===== config.mk =====
export PLATFORM = sky130hd
export DESIGN_NAME = i2s_tx
export DESIGN_NICKNAME = d
export VERILOG_FILES = /design/src/rtl/i2s_tx.sv
export SDC_FILE = /design/constraint.sdc
export NUM_CORES = 1
export LEC_CHECK = 0
export ABC_AREA = 1
export CAP_MARGIN = 0
export CELL_PAD_IN_SITES_DETAIL_PLACEMENT = 0
export CELL_PAD_IN_SITES_GLOBAL_PLACEMENT = 1
export CORE_MARGIN = 3
export CORE_UTILIZATION = 37
export DETAILED_ROUTE_END_ITERATION = 8
export GPL_TIMING_DRIVEN = 0
export PLACE_DENSITY = 0.78
export SLEW_MARGIN = 0
export SYNTH_ARGS = -nofsm -noshare
export SYNTH_HDL_FRONTEND = slang
export SYNTH_SLANG_ARGS = --single-unit

===== constraint.sdc =====
create_clock -name mclk -period 2 [get_ports mclk]
set_input_delay 0.4 -clock mclk [delete_from_list [all_inputs] [get_ports mclk]]
set_output_delay 0.4 -clock mclk [all_outputs]
set_load 0.01 [all_outputs]

===== src/rtl/i2s_tx.sv =====
// Philips I2S transmitter: one stereo pair per frame, 256 mclk per frame,
// 32-bit slots, per-frame sample request and saturating underrun counter.
module i2s_tx #(
   parameter int SAMPLE_BITS   = 16,
   parameter int UNDERRUN_BITS = 16
) (
   input  logic                     mclk,
   input  logic                     rst,
   input  logic [SAMPLE_BITS-1:0]   sample_l,
   input  logic [SAMPLE_BITS-1:0]   sample_r,
   input  logic                     sample_valid,
   output logic                     sample_req,
   output logic                     bclk,
   output logic                     lrclk,
   output logic                     sdata,
   output logic [UNDERRUN_BITS-1:0] underrun_cnt
);

   logic [7:0]               cnt_q, cnt_d;
   logic [SAMPLE_BITS-1:0]   hold_l_q, hold_l_d, hold_r_q, hold_r_d;
   logic [SAMPLE_BITS-1:0]   word_l_q, word_l_d, word_r_q, word_r_d;
   logic                     fresh_q, fresh_d, armed_q, armed_d;
   logic [UNDERRUN_BITS-1:0] urun_q, urun_d;
   logic                     bclk_q, bclk_d, lrclk_q, lrclk_d;
   logic                     sdata_q, sdata_d, req_q, req_d;

   logic                     latch;
   logic [4:0]               k_nxt;
   logic [SAMPLE_BITS-1:0]   word_sel;

   always_comb begin
      cnt_d    = cnt_q + 8'd1;
      latch    = (cnt_q == 8'hFF);

      hold_l_d = sample_valid ? sample_l : hold_l_q;
      hold_r_d = sample_valid ? sample_r : hold_r_q;
      // The latch takes the holding values from before this edge, so a valid
      // landing on the latch edge is kept for the following frame.
      word_l_d = latch ? hold_l_q : word_l_q;
      word_r_d = latch ? hold_r_q : word_r_q;
      fresh_d  = latch ? sample_valid : (fresh_q | sample_valid);
      armed_d  = armed_q | sample_valid;

      urun_d   = urun_q;
      if (latch && !fresh_q && armed_q && !(&urun_q))
         urun_d = urun_q + UNDERRUN_BITS'(1);

      // Outputs are computed from the next count so the registers match cnt.
      k_nxt    = cnt_d[6:2];
      word_sel = cnt_d[7] ? word_r_q : word_l_q;
      sdata_d  = 1'b0;
      for (int i = 0; i < SAMPLE_BITS; i++)
         if (k_nxt == 5'(SAMPLE_BITS - i)) sdata_d = word_sel[i];

      bclk_d   = cnt_d[1];
      lrclk_d  = cnt_d[7];
      req_d    = (cnt_d == 8'd0);
   end

   always_ff @(posedge mclk or negedge rst) begin
      if (!rst) begin
         cnt_q    <= '0;
         hold_l_q <= '0;
         hold_r_q <= '0;
         word_l_q <= '0;
         word_r_q <= '0;
         fresh_q  <= 1'b0;
         armed_q  <= 1'b0;
         urun_q   <= '0;
         bclk_q   <= 1'b0;
         lrclk_q  <= 1'b0;
         sdata_q  <= 1'b0;
         req_q    <= 1'b0;
      end else begin
         cnt_q    <= cnt_d;
         hold_l_q <= hold_l_d;
         hold_r_q <= hold_r_d;
         word_l_q <= word_l_d;
         word_r_q <= word_r_d;
         fresh_q  <= fresh_d;
         armed_q  <= armed_d;
         urun_q   <= urun_d;
         bclk_q   <= bclk_d;
         lrclk_q  <= lrclk_d;
         sdata_q  <= sdata_d;
         req_q    <= req_d;
      end
   end

   assign sample_req   = req_q;
   assign bclk         = bclk_q;
   assign lrclk        = lrclk_q;
   assign sdata        = sdata_q;
   assign underrun_cnt = urun_q;

endmodule


==> results.md <==
| Stage | Result | Value |
|:---|:---|:---|
| placed design | GP Congestion | 0.808 |
| yosys | Count of yosys warnings during synthesis | 0 |
| pwr | Total Power Consumption | 3.27 mW |
| cts | TritonCTS clock tree | done |
| pwr | Internal power contribution | 2.52 mW |
| global routing | Via count of the first global-routing pass | 3,318 |
| finish | Layout-stage area growth over the synthesis result | 26.3% |
| detailed routing | Number of iterations in the first detailed-routing pass | 4 |
| detailed routing | Routed wire per std cell | 13.0 um |
| timing | Setup-violating endpoint count in the final report | 5 |
| timing | Clock period minus final worst setup slack | 2.10 ns |
| timing | Share of the clock period used by the worst path after layout | 1.05 |
| timing | Hold Fails Final Rpt | 0 |
| global routing | GRT Overall Usage | 0.150 |
| detailed routing | Per-cell via count in the routed design | 4.72 |
| floorplanning | Row cnt | 37 |
| floorplanning | Initial cell density of the core | 0.390 |
| cts | # H-tree levels | 3 |
| finish | Fin nets | 579 |
| detailed routing | Number of vias in the routed layout | 3,211 |
| cts | Clock sinks | 92 |
| cts | Clock tree root buffer cell | sky130_fd_sc_hd__clkbuf_8 |
| pwr | Leak | 2.46 nW |
| pwr | NetSw | 0.750 mW |
| yosys | Yosys reg bits | 92 |
| yosys | Share of the synthesized area in the top cell type | 0.559 |
| yosys | Cell taking the most area after synthesis | sky130_fd_sc_hd__dfrtp_1 |
| setup path | Type of origin of the critical path | flip-flop |
| run status | Outcome | complete, but fails checks |
| yosys | Synthesized Nets | 504 |
| floorplanning | Floorplan die area | 12,400 um^2 |
| placed design | Dpl cells | 656 |
| timing | Final clock skew | 0.00876 ns |
| finish | Fraction of final layout cells with drive strength greater than 1 | 0.117 |
| yosys | Number of unique standard cell types used by synthesis | 32 |
| cts | Clock Pin Slew Worst Setup and Hold Paths | 0.09 ns |
| timing | Worst Setup Slack, final | -0.100 ns |
| cts | Max clock buf depth | 2 |
| setup path | Data required time at the worst endpoint | 2.28 ns |
| yosys | Dominant cells by area after synthesis | sky130_fd_sc_hd__dfrtp_1, sky130_fd_sc_hd__nand2_1, sky130_fd_sc_hd__o21ai_0, sky130_fd_sc_hd__inv_1, sky130_fd_sc_hd__nor2_1 |
| setup path | Crit. End Element | flip-flop |
| cts | Clock latency on the worst-skew pair | 0.36 ns |
| yosys | Summed instance area of the synthesized netlist | 4120 um^2 |
| pwr | Fraction of power spent switching nets | 0.229 |
| placed design | Dpl hpwl | 6510 um |
| timing | Worst slew margin relative to its limit | 0.589 |
| yosys | Sequential element share of the synthesized area | 0.559 |
| yosys | Post-synth EDFFs | 0 |
| yosys | Cells after synthesis | 466 |
| yosys | Most common cell in the netlist | sky130_fd_sc_hd__nand2_1 |
| global routing | Antenna violations before repair | 0 |
| yosys | Synthesized area per cell | 8.84 um^2 |
| yosys | Leading register cell type out of synthesis | sky130_fd_sc_hd__dfrtp_1 |
| global routing | Overflow left after global routing | 0 |
| timing | Tightest Pin Transition | 0.616 ns |
| finish | Diode count | 0 |
| global routing | Global-route wire length before repair | 15,400 um |
| floorplanning | Die span in x | 112 um |
| yosys | Most numerous cell types in the synthesized netlist | sky130_fd_sc_hd__nand2_1, sky130_fd_sc_hd__dfrtp_1, sky130_fd_sc_hd__o21ai_0, sky130_fd_sc_hd__inv_1, sky130_fd_sc_hd__nor2_1 |
| flow run | Count of max-cap constraint violations | 0 |
| placed design | Port buffer count | 53 |
| floorplanning | I/O pins | 55 |
| pwr | Cell Pwr Density | 628 nW/um^2 |
| timing | Max Clk Rate | 476 MHz |
| setup path | Largest fanout of any net on the critical path | 6 |
| global routing | Largest net degree at the start of global routing | 48 |
| detailed routing | First DRT Iteration DRCs | 90 |
| detailed routing | Number of remaining DRC errors | 0 |
| hold path | Type of the worst min-delay path | in -> async |
| setup path | WS Path Type | reg -> reg |
| floorplanning | Placeable core area | 10,600 um^2 |
| setup path | Worst EP arrival | 2.38 ns |
| pwr | Clock share of power | 0.349 |
| timing | RSZ-0062 raised after global routing | yes |
| pwr | Worst supply voltage drop on vdd | 0.366 mV |
| cts | Total CTS buffers | 9 |
| floorplanning | Overall die height | 112 um |
| finish | Number of non-filler instances in the completed layout | 681 |
| detailed routing | Aggregate routed wire length | 8840 um |
| detailed routing | Number of antenna-violating nets in the routed design | 0 |
| pwr | Power share of the combinational group | 0.062 |
| yosys | Async S/R FF share, synth | 1.00 |
| run status | Violated checks | negative setup slack |
| pwr | Part of the total power dissipated in sequential elements | 0.590 |
| timing | Number of pins with negative max-slew slack in the final report | 0 |
==> layer usage <==
layer	wire length, um	up-vias	GRT usage
li1	-	1637	-
met1	4180	1514	0.197
met2	4220	50	0.248
met3	314	10	0.0304
met4	121	0	0.0511
met5	0	-	0
==> per-stage QoR <==
step / hold WS, ns / setup TNS, ns / utilization / cell area (um^2) / setup slack, ns
after floorplan: 0.104 / 0 / - / 4120 / 0.00518
after global placement: 0.456 / -257.01 / 0.457 / 4820 / -2.79
after detailed placement: 0.461 / -2.35 / 0.459 / 4850 / -0.345
after CTS: 0.0728 / -0.164 / 0.486 / 5130 / -0.116
after global routing: 0.0912 / -1.41 / 0.493 / 5210 / -0.313
final: 0.0493 / -0.304 / 0.493 / 5210 / -0.100
==> final timing paths <==
| check | from | endpoint | slack, ns | cells after the start |
|---|---|---|---|---|
| max | cnt_q[0] | underrun_cnt[14] | -0.10 | 10 |
| min | rst | hold_l_q[2] | 0.05 | 1 |
| max reg2reg | cnt_q[0] | underrun_cnt[14] | -0.10 | 10 |
| min reg2reg | armed_q | armed_q | 0.48 | 2 |
| max in group asynchronous | rst | sample_req | 1.31 | 2 |
| min in group mclk | sample_valid | hold_r_q[9] | 0.46 | 2 |
==> timing repair <==
item | CTS | global route
endpoints found under the setup margin | 38 | 40
buffers inserted | 8 | 3
resized for setup | 11 | 26
hold buffers | 0 | 0
pin swaps | 3 | 8
==> sequential cells by signal, indices dropped and copies added, names as in the netlist <==
name / flops
armed_q: 1
cnt_q: 8
fresh_q: 1
hold_l_q: 16
hold_r_q: 16
sample_req: 1
sdata: 1
underrun_cnt: 16
word_l_q: 16
word_r_q: 16
==> power groups by stage <==
stage / Sequential, mW / Clock (mW) / Combinational, mW
CTS: 1.93 / 1.17 / 0.210
finish: 1.93 / 1.14 / 0.202
floorplan: 1.96 / 0 / 0.0717
global route: 1.94 / 1.25 / 0.235
global placement: 1.97 / 0 / 0.196
detailed placement: 1.97 / 0 / 0.209
==> cells by family (layout without fill, tap and decap cells) <==
group | count (synthesis) | after routing | share of synthesized area
buffers and inverters | 79 | 158 | 0.0768
DFF | 92 | 92 | 0.559
and+or+nand+nor | 199 | 199 | 0.228
xor gates and xnor gates | 15 | 15 | 0.0319
adders and majority gates | 3 | 3 | 0.00911
AOI/OAI and AO/OA | 78 | 78 | 0.0953
==> final cells by class <==
| cell class | instances | area (um^2) |
|---|---|---|
| Inverter | 62 | 235 |
| Clock buffer | 14 | 163 |
| Timing Repair Buffer | 64 | 642 |
| Buffer | 17 | 90.1 |
| Multi-Input combinational cell | 295 | 1600 |
| Tap cell | 136 | 170 |
| Clock inverter | 1 | 7.51 |
| Sequential cell | 92 | 2300 |
| Fill cell | 1034 | 5350 |
==> worst max-delay path, stage by stage, from the launching register on <==
cell	delay, ns
sky130_fd_sc_hd__dfrtp_1	0.43
sky130_fd_sc_hd__ha_4	0.19
sky130_fd_sc_hd__nand4_1	0.12
sky130_fd_sc_hd__nor2_2	0.17
sky130_fd_sc_hd__nand2_2	0.10
sky130_fd_sc_hd__nor3_4	0.23
sky130_fd_sc_hd__nand2_4	0.11
sky130_fd_sc_hd__nor4_4	0.18
sky130_fd_sc_hd__nand2_2	0.12
sky130_fd_sc_hd__nor4_4	0.18
sky130_fd_sc_hd__xor2_1	0.18
==> cell usage in the layout, fill, tap and decap left out, types with 5 or more instances in the layout <==
| cell | count |
|---|---|
| sky130_fd_sc_hd__o21ai_1 | 5 |
| sky130_fd_sc_hd__inv_1 | 58 |
| sky130_fd_sc_hd__clkbuf_8 | 11 |
| sky130_fd_sc_hd__dfrtp_1 | 92 |
| sky130_fd_sc_hd__nand3_1 | 15 |
| sky130_fd_sc_hd__o21ai_0 | 72 |
| sky130_fd_sc_hd__xor2_1 | 10 |
| sky130_fd_sc_hd__buf_6 | 5 |
| sky130_fd_sc_hd__nand4_1 | 9 |
| sky130_fd_sc_hd__buf_4 | 9 |
| sky130_fd_sc_hd__nor3_1 | 14 |
| sky130_fd_sc_hd__nor2_1 | 29 |
| sky130_fd_sc_hd__nand2_1 | 104 |
| sky130_fd_sc_hd__nand2_2 | 8 |
| sky130_fd_sc_hd__clkdlybuf4s50_1 | 52 |
| sky130_fd_sc_hd__clkbuf_1 | 11 |
Note: power is estimated with default switching activity, not from simulation.
